File: src/rtl/mux_scan.sv
`default_nettype none
// ============================================================================
// Module   : mux_scan
// Brief    : Registered NCH-channel, W-bit mux with manual select and a
//            dwell-timed round-robin scan, plus channel-change/wrap strobes.
// Revision : 1.0 - initial release
// ============================================================================
module mux_scan #(
    parameter int NCH   = 4,
    parameter int W     = 1,
    parameter int DWELL = 8,
    parameter int SELW  = $clog2(NCH)
) (
    input  logic              clk,
    input  logic              rst,
    input  logic [NCH*W-1:0]  din,
    input  logic [SELW-1:0]   sel,
    input  logic              mode,
    input  logic              hold,
    output logic [W-1:0]      dout,
    output logic [SELW-1:0]   ch,
    output logic              chg,
    output logic              wrap
);

    localparam int                  c_CNT_W    = (DWELL > 1) ? $clog2(DWELL) : 1;
    localparam logic [c_CNT_W-1:0]  c_CNT_LAST = c_CNT_W'(DWELL - 1);
    localparam logic [SELW-1:0]     c_CH_LAST  = SELW'(NCH - 1);

    logic [SELW-1:0]    r_ch;
    logic [c_CNT_W-1:0] r_cnt;
    logic [W-1:0]       r_dout;
    logic               r_chg;
    logic               r_wrap;

    logic [W-1:0]       w_chan [NCH];
    logic [SELW-1:0]    w_ch_nxt;
    logic               w_cnt_last;

    genvar k;
    generate
        for (k = 0; k < NCH; k++) begin : g_chan
            assign w_chan[k] = din[k*W +: W];
        end
    endgenerate

    assign w_cnt_last = (r_cnt == c_CNT_LAST);

    always_comb begin
        w_ch_nxt = r_ch;
        if (rst) begin
            w_ch_nxt = '0;
        end else if (hold) begin
            w_ch_nxt = r_ch;
        end else if (!mode) begin
            w_ch_nxt = sel;
        end else if (w_cnt_last) begin
            w_ch_nxt = r_ch + SELW'(1);
        end
    end

    always_ff @(posedge clk) begin
        if (rst) begin
            r_ch   <= '0;
            r_cnt  <= '0;
            r_dout <= '0;
            r_chg  <= 1'b0;
            r_wrap <= 1'b0;
        end else begin
            r_ch   <= w_ch_nxt;
            // Sampled at the next channel so dout always matches ch.
            r_dout <= w_chan[w_ch_nxt];
            if (!mode) begin
                r_cnt <= '0;
            end else if (!hold) begin
                r_cnt <= w_cnt_last ? '0 : r_cnt + c_CNT_W'(1);
            end
            r_chg  <= (w_ch_nxt != r_ch);
            r_wrap <= mode && !hold && w_cnt_last && (r_ch == c_CH_LAST);
        end
    end

    assign dout = r_dout;
    assign ch   = r_ch;
    assign chg  = r_chg;
    assign wrap = r_wrap;

endmodule
`default_nettype wire

File: config.mk
export PLATFORM = sky130hd
export DESIGN_NAME = mux_scan
export DESIGN_NICKNAME = d
export VERILOG_FILES = /design/src/rtl/mux_scan.sv
export SDC_FILE = /design/constraint.sdc
export NUM_CORES = 1
export LEC_CHECK = 0
export BUFFER_PORTS_ARGS = -buffer_cell sky130_fd_sc_hd__buf_2
export CAP_MARGIN = 20
export CORE_AREA = 8 8 45 47
export CTS_BUF_LIST = sky130_fd_sc_hd__clkbuf_8
export DETAILED_ROUTE_END_ITERATION = 6
export DIE_AREA = 0 0 53 55
export PLACE_DENSITY = 0.62
export RECOVER_POWER = 100
export SLEW_MARGIN = 40
export SYNTH_ARGS = -nofsm -noshare
export SYNTH_HDL_FRONTEND = slang
export SYNTH_SLANG_ARGS = --single-unit
File: constraint.sdc
create_clock -name clk -period 5.7 [get_ports clk]
set_input_delay 0.285 -clock clk [delete_from_list [all_inputs] [get_ports clk]]
set_output_delay 0.285 -clock clk [all_outputs]
set_load 0.005 [all_outputs]
Yosys cells after proc, flatten, opt, wreduce, memory -nomap -nowiden --
Index checks and enable logic that the tools add are counted.
Word-level totals: register bits after elaboration 8, output and inout bits 5, word-level logic and storage cells 26
Cells by class: $add $sub $neg 2, $lt $le $gt $ge 1, eq/ne operators 3, muxes and demuxes 8, bitwise operators 2, reduce and logical (&&, ||, !) cells 5
Operator list (count):
- $mux W2 | 4
- $add A3 B1 Y3 const B | 1
- $eq A3 B3 Y1 const B | 1
- $ge A3 B3 Y1 const B | 1
- $logic_and A1 B1 Y1 | 3
- $mux W3 | 1
- $not A2 Y3 | 1
- $add A2 B1 Y2 const B | 1
- $bmux W1 S2 | 1
- $eq A2 B2 Y1 const B | 1
- $mux W1 | 2
- $ne A2 B2 Y1 | 1
- $reduce_or A2 Y1 | 1
- $logic_not A1 Y1 | 1
- $not A1 Y1 | 1

Depth between registers and ports, before layout --
depth in word-level cells 9, gate-level depth with buffers 7, gate-level depth less buffers 7

Worst setup path before layout --
OpenSTA, ideal clock, no wires.
path type register to register, from register r_cnt[0], to register r_dout, in the netlist dout, setup time 0.117 ns, data arrival time 1.661 ns, data required time 5.583 ns, setup slack 3.922 ns, cell stages (with the launch flop) 8, period minus slack after synthesis 1.778 ns, cells stage by stage dfxtp_1 ha_1 ha_1 inv_1 a21oi_1 o22ai_1 mux2_2 a22o_1
On the way: longest elaborated chain between the ends 9
RTL lines:
- start: declaration | RTL line 31 | logic [c_CNT_W-1:0] r_cnt;
- start signal: assignment | RTL line 76 | r_cnt <= w_cnt_last ? '0 : r_cnt + c_CNT_W'(1);
- $eq A3 B3 Y1 | RTL line 47 | assign w_cnt_last = (r_cnt == c_CNT_LAST);
- $mux W2 | RTL line 57 | end else if (w_cnt_last) begin
- $mux W2 | RTL line 55 | end else if (!mode) begin
- $mux W2 | RTL line 53 | end else if (hold) begin
- $mux W2 | RTL line 51 | if (rst) begin
- $not A2 Y3 (not written as such) | RTL line 72 | r_dout <= w_chan[w_ch_nxt];
- $bmux W1 S2 | RTL line 72
- $mux W1 (not written as such) (2 in series) | RTL line 72
- end signal: assignment | RTL line 72
- end: declaration | RTL line 32 | logic [W-1:0] r_dout;
Every way passes these cells. The select of a mux whose other input is x is not followed. A chain may end at the register's enable or synchronous reset.

Worst setup path in the final report --
Same ends and word-level chain as after synthesis.

==> flow_summary.ini <==
[status]
status = finished, final reports clean

[clock_tree]
path_clk_slew_ps = 40
clock_sink_count = 8
cts_made_buffers = 3
cts_resized = 0
cts_setup_buffers = 0
clock-root-buffer = clkbuf_8
clk_latency_ps = 230
holdBufCountCts = 0
cts_tree = done
htree_levels = 1
clock_path_buffers = 2

[placed_design]
dp_hpwl_um = 717
port_buffers = 14
gp_congestion = 0.757
dpl.cell_count = 74
dp_slack_ps = 3810

[drt]
routed_wl_um = 913
viasPerCell = 4.64
num_vias = 357
drtPass1Iterations = 2
drc = 0
avgRoutedWirePerCell_um = 11.9
ant_nets = 0
drt_iter0_markers = 4

[timing]
slew_headroom = 0.540
setup_ws_ps = 3720
holdWs_ps = 278
min_period_ps = 1980
clock.fmax_mhz = 504
rsz0062_at_grt = false
setup_viol_count_final = 0
skew_ps = 4.38
tns_ps = 0
finalMaxSlewViolations = 0
hold_viol = 0
tightest_slew_ps = 673
finalCritPeriodShare = 0.348

[floorplan]
io_pins = 15
die_x_um = 53
rows = 14
core_sq_mm = 0.00138
start_util = 0.316
die_y_um = 55
dieArea_sq_mm = 0.00292

[cells_and_area]
instances_no_fill = 77
multi_input_area_sq_um = 244
layout-drive-gt1-share = 0.311
area_growth_pct = 23.7
nNetsFinal = 77
fillers = 149
regArea_sq_um = 160
n_antenna_cell = 0

[synthesis]
yosysTopAreaCellShare = 0.366
syn_inst = 45
yosysSeqAreaShare = 0.366
ys.flop_type = dfxtp_1
synth_area_leader_cell = dfxtp_1
yosys_warnings = 0
syn-num-nets = 59
avgSynthCellArea_sq_um = 9.73
synth_area_sq_um = 438
synth_top_cells_by_count = dfxtp_1 (8), nor2_1 (6), ha_1 (4)
synth.area.top_cells = dfxtp_1 (37%), ha_1 (11%), a2111oi_4 (6.3%)
synth-async-reset-ratio = 0
synth_seq_cells = 8
yosys.cell_types.count = 22
yosysMostFrequentCell = dfxtp_1
synth_edf_count = 0

[worst_setup_path]
crit_chain = ha_1, ha_1, o21ai_0, o211a_1, a2111oi_0, nor2_1, a22o_1
start_kind = flip-flop
worstPathRequired_ps = 5820
worst-path-buf-inv = 0
crit_path_end_kind = flip-flop
path_delay_family = compound AO/OA/AOI/OAI gates
crit_top_cell = ha_1
crit_path_top_delay_cell = a2111oi_0
criticalPathCategory = reg2reg
cp_max_fo = 4
cpPeakStageDelay_ps = 610
worstPathArrival_ps = 2100

[min_path]
worstHoldPathType = in2reg

[global_route]
grt_max_degree = 12
grt_first_pass_wirelength_mm = 1.43
grt.overflow.total = 0
antenna_found_initial = 0
grt_pass1_vias = 336
grt_usage = 0.0718

[pwr]
ir_worst_vdd_mv = 0.117
powerDensity_mw_per_mm2 = 275
p_leak_nw = 0.263

[job]
cap_violations = 0
==> path summary, 6_finish.rpt <==
path	slack (ps)	endpoint	start	depth (start not counted)
max reg2reg	3720	dout$_SDFF_PP0_	r_cnt[0]$_SDFFE_PP0N_	7
min reg2reg	510	r_cnt[1]$_SDFFE_PP0N_	r_cnt[1]$_SDFFE_PP0N_	2
max	3720	dout$_SDFF_PP0_	r_cnt[0]$_SDFFE_PP0N_	7
min	280	chg$_SDFF_PP0_	rst	2
==> worst reg2reg max path, cell delays in order, from the launching register on <==
cell,delay [ps]
dfxtp_1,340
ha_1,180
ha_1,220
o21ai_0,110
o211a_1,130
a2111oi_0,610
nor2_1,80
a22o_1,210
==> logic make-up after synthesis <==
kind of cell	share of synthesized area
compound gates	0.191
xor+xnor	0.0600
fa+ha+maj	0.114
buf+inv	0.0343
flops	0.366
mux	0.0971
simple gates	0.137
==> cell usage in the layout (no fill, tap or decap), drive strengths merged <==
cell     synthesis  routed
buf              1      13
dfxtp            8       8
nor2             6       6
ha               4       4
clkbuf           0       4
a21oi            3       3
nor3             3       3
xor2             2       2
o21ai            2       2
mux2i            2       2
mux2             2       2
inv              2       2
xnor2            1       1
nand3            1       1
nand2b           1       1
a31oi            1       1
o22ai            1       1
or2b             1       1
nand2            1       1
o211a            1       1
a2111oi          1       1
a22o             1       1
==> per-layer routing <==
metal | track usage | vias to the layer above | share of wire
met5 | 0 | - | 0
met4 | 0.0776 | 0 | 0.039
met3 | 0.0348 | 5 | 0.11
met2 | 0.0977 | 11 | 0.41
met1 | 0.0766 | 149 | 0.44
li1 | - | 192 | -
==> per-stage QoR <==
step | power (W) | instance area, sq um | utilization
6_report | 0.000149 | 542 | 0.392
5_1_grt | 0.000159 | 542 | 0.392
4_1_cts | 0.000155 | 562 | 0.406
3_5_place_dp | 0.0000841 | 520 | 0.376
3_3_place_gp | 0.0000838 | 520 | 0.376
2_1_floorplan | 0.0000759 | 438 | -
==> power by group <==
group	switching, W	internal (W)
clock network	0.0000221	0.0000457
logic	0.00000933	0.0000104
registers	0.00000210	0.0000592
total	0.0000335	0.000115
==> state kept, by name, summed over array words and instances (netlist names) <==
name / cells
ch: 2
r_cnt: 3
dout: 1
wrap: 1
chg: 1
==> area by class of cell <==
cell class / instances / share of cell area
timing repair buffer: 14 / 0.127
multi-input combinational: 34 / 0.450
clock buffer: 3 / 0.0762
inverter: 2 / 0.0139
tap: 16 / 0.0370
sequential: 8 / 0.296
Note: power is estimated with default switching activity, not from simulation.
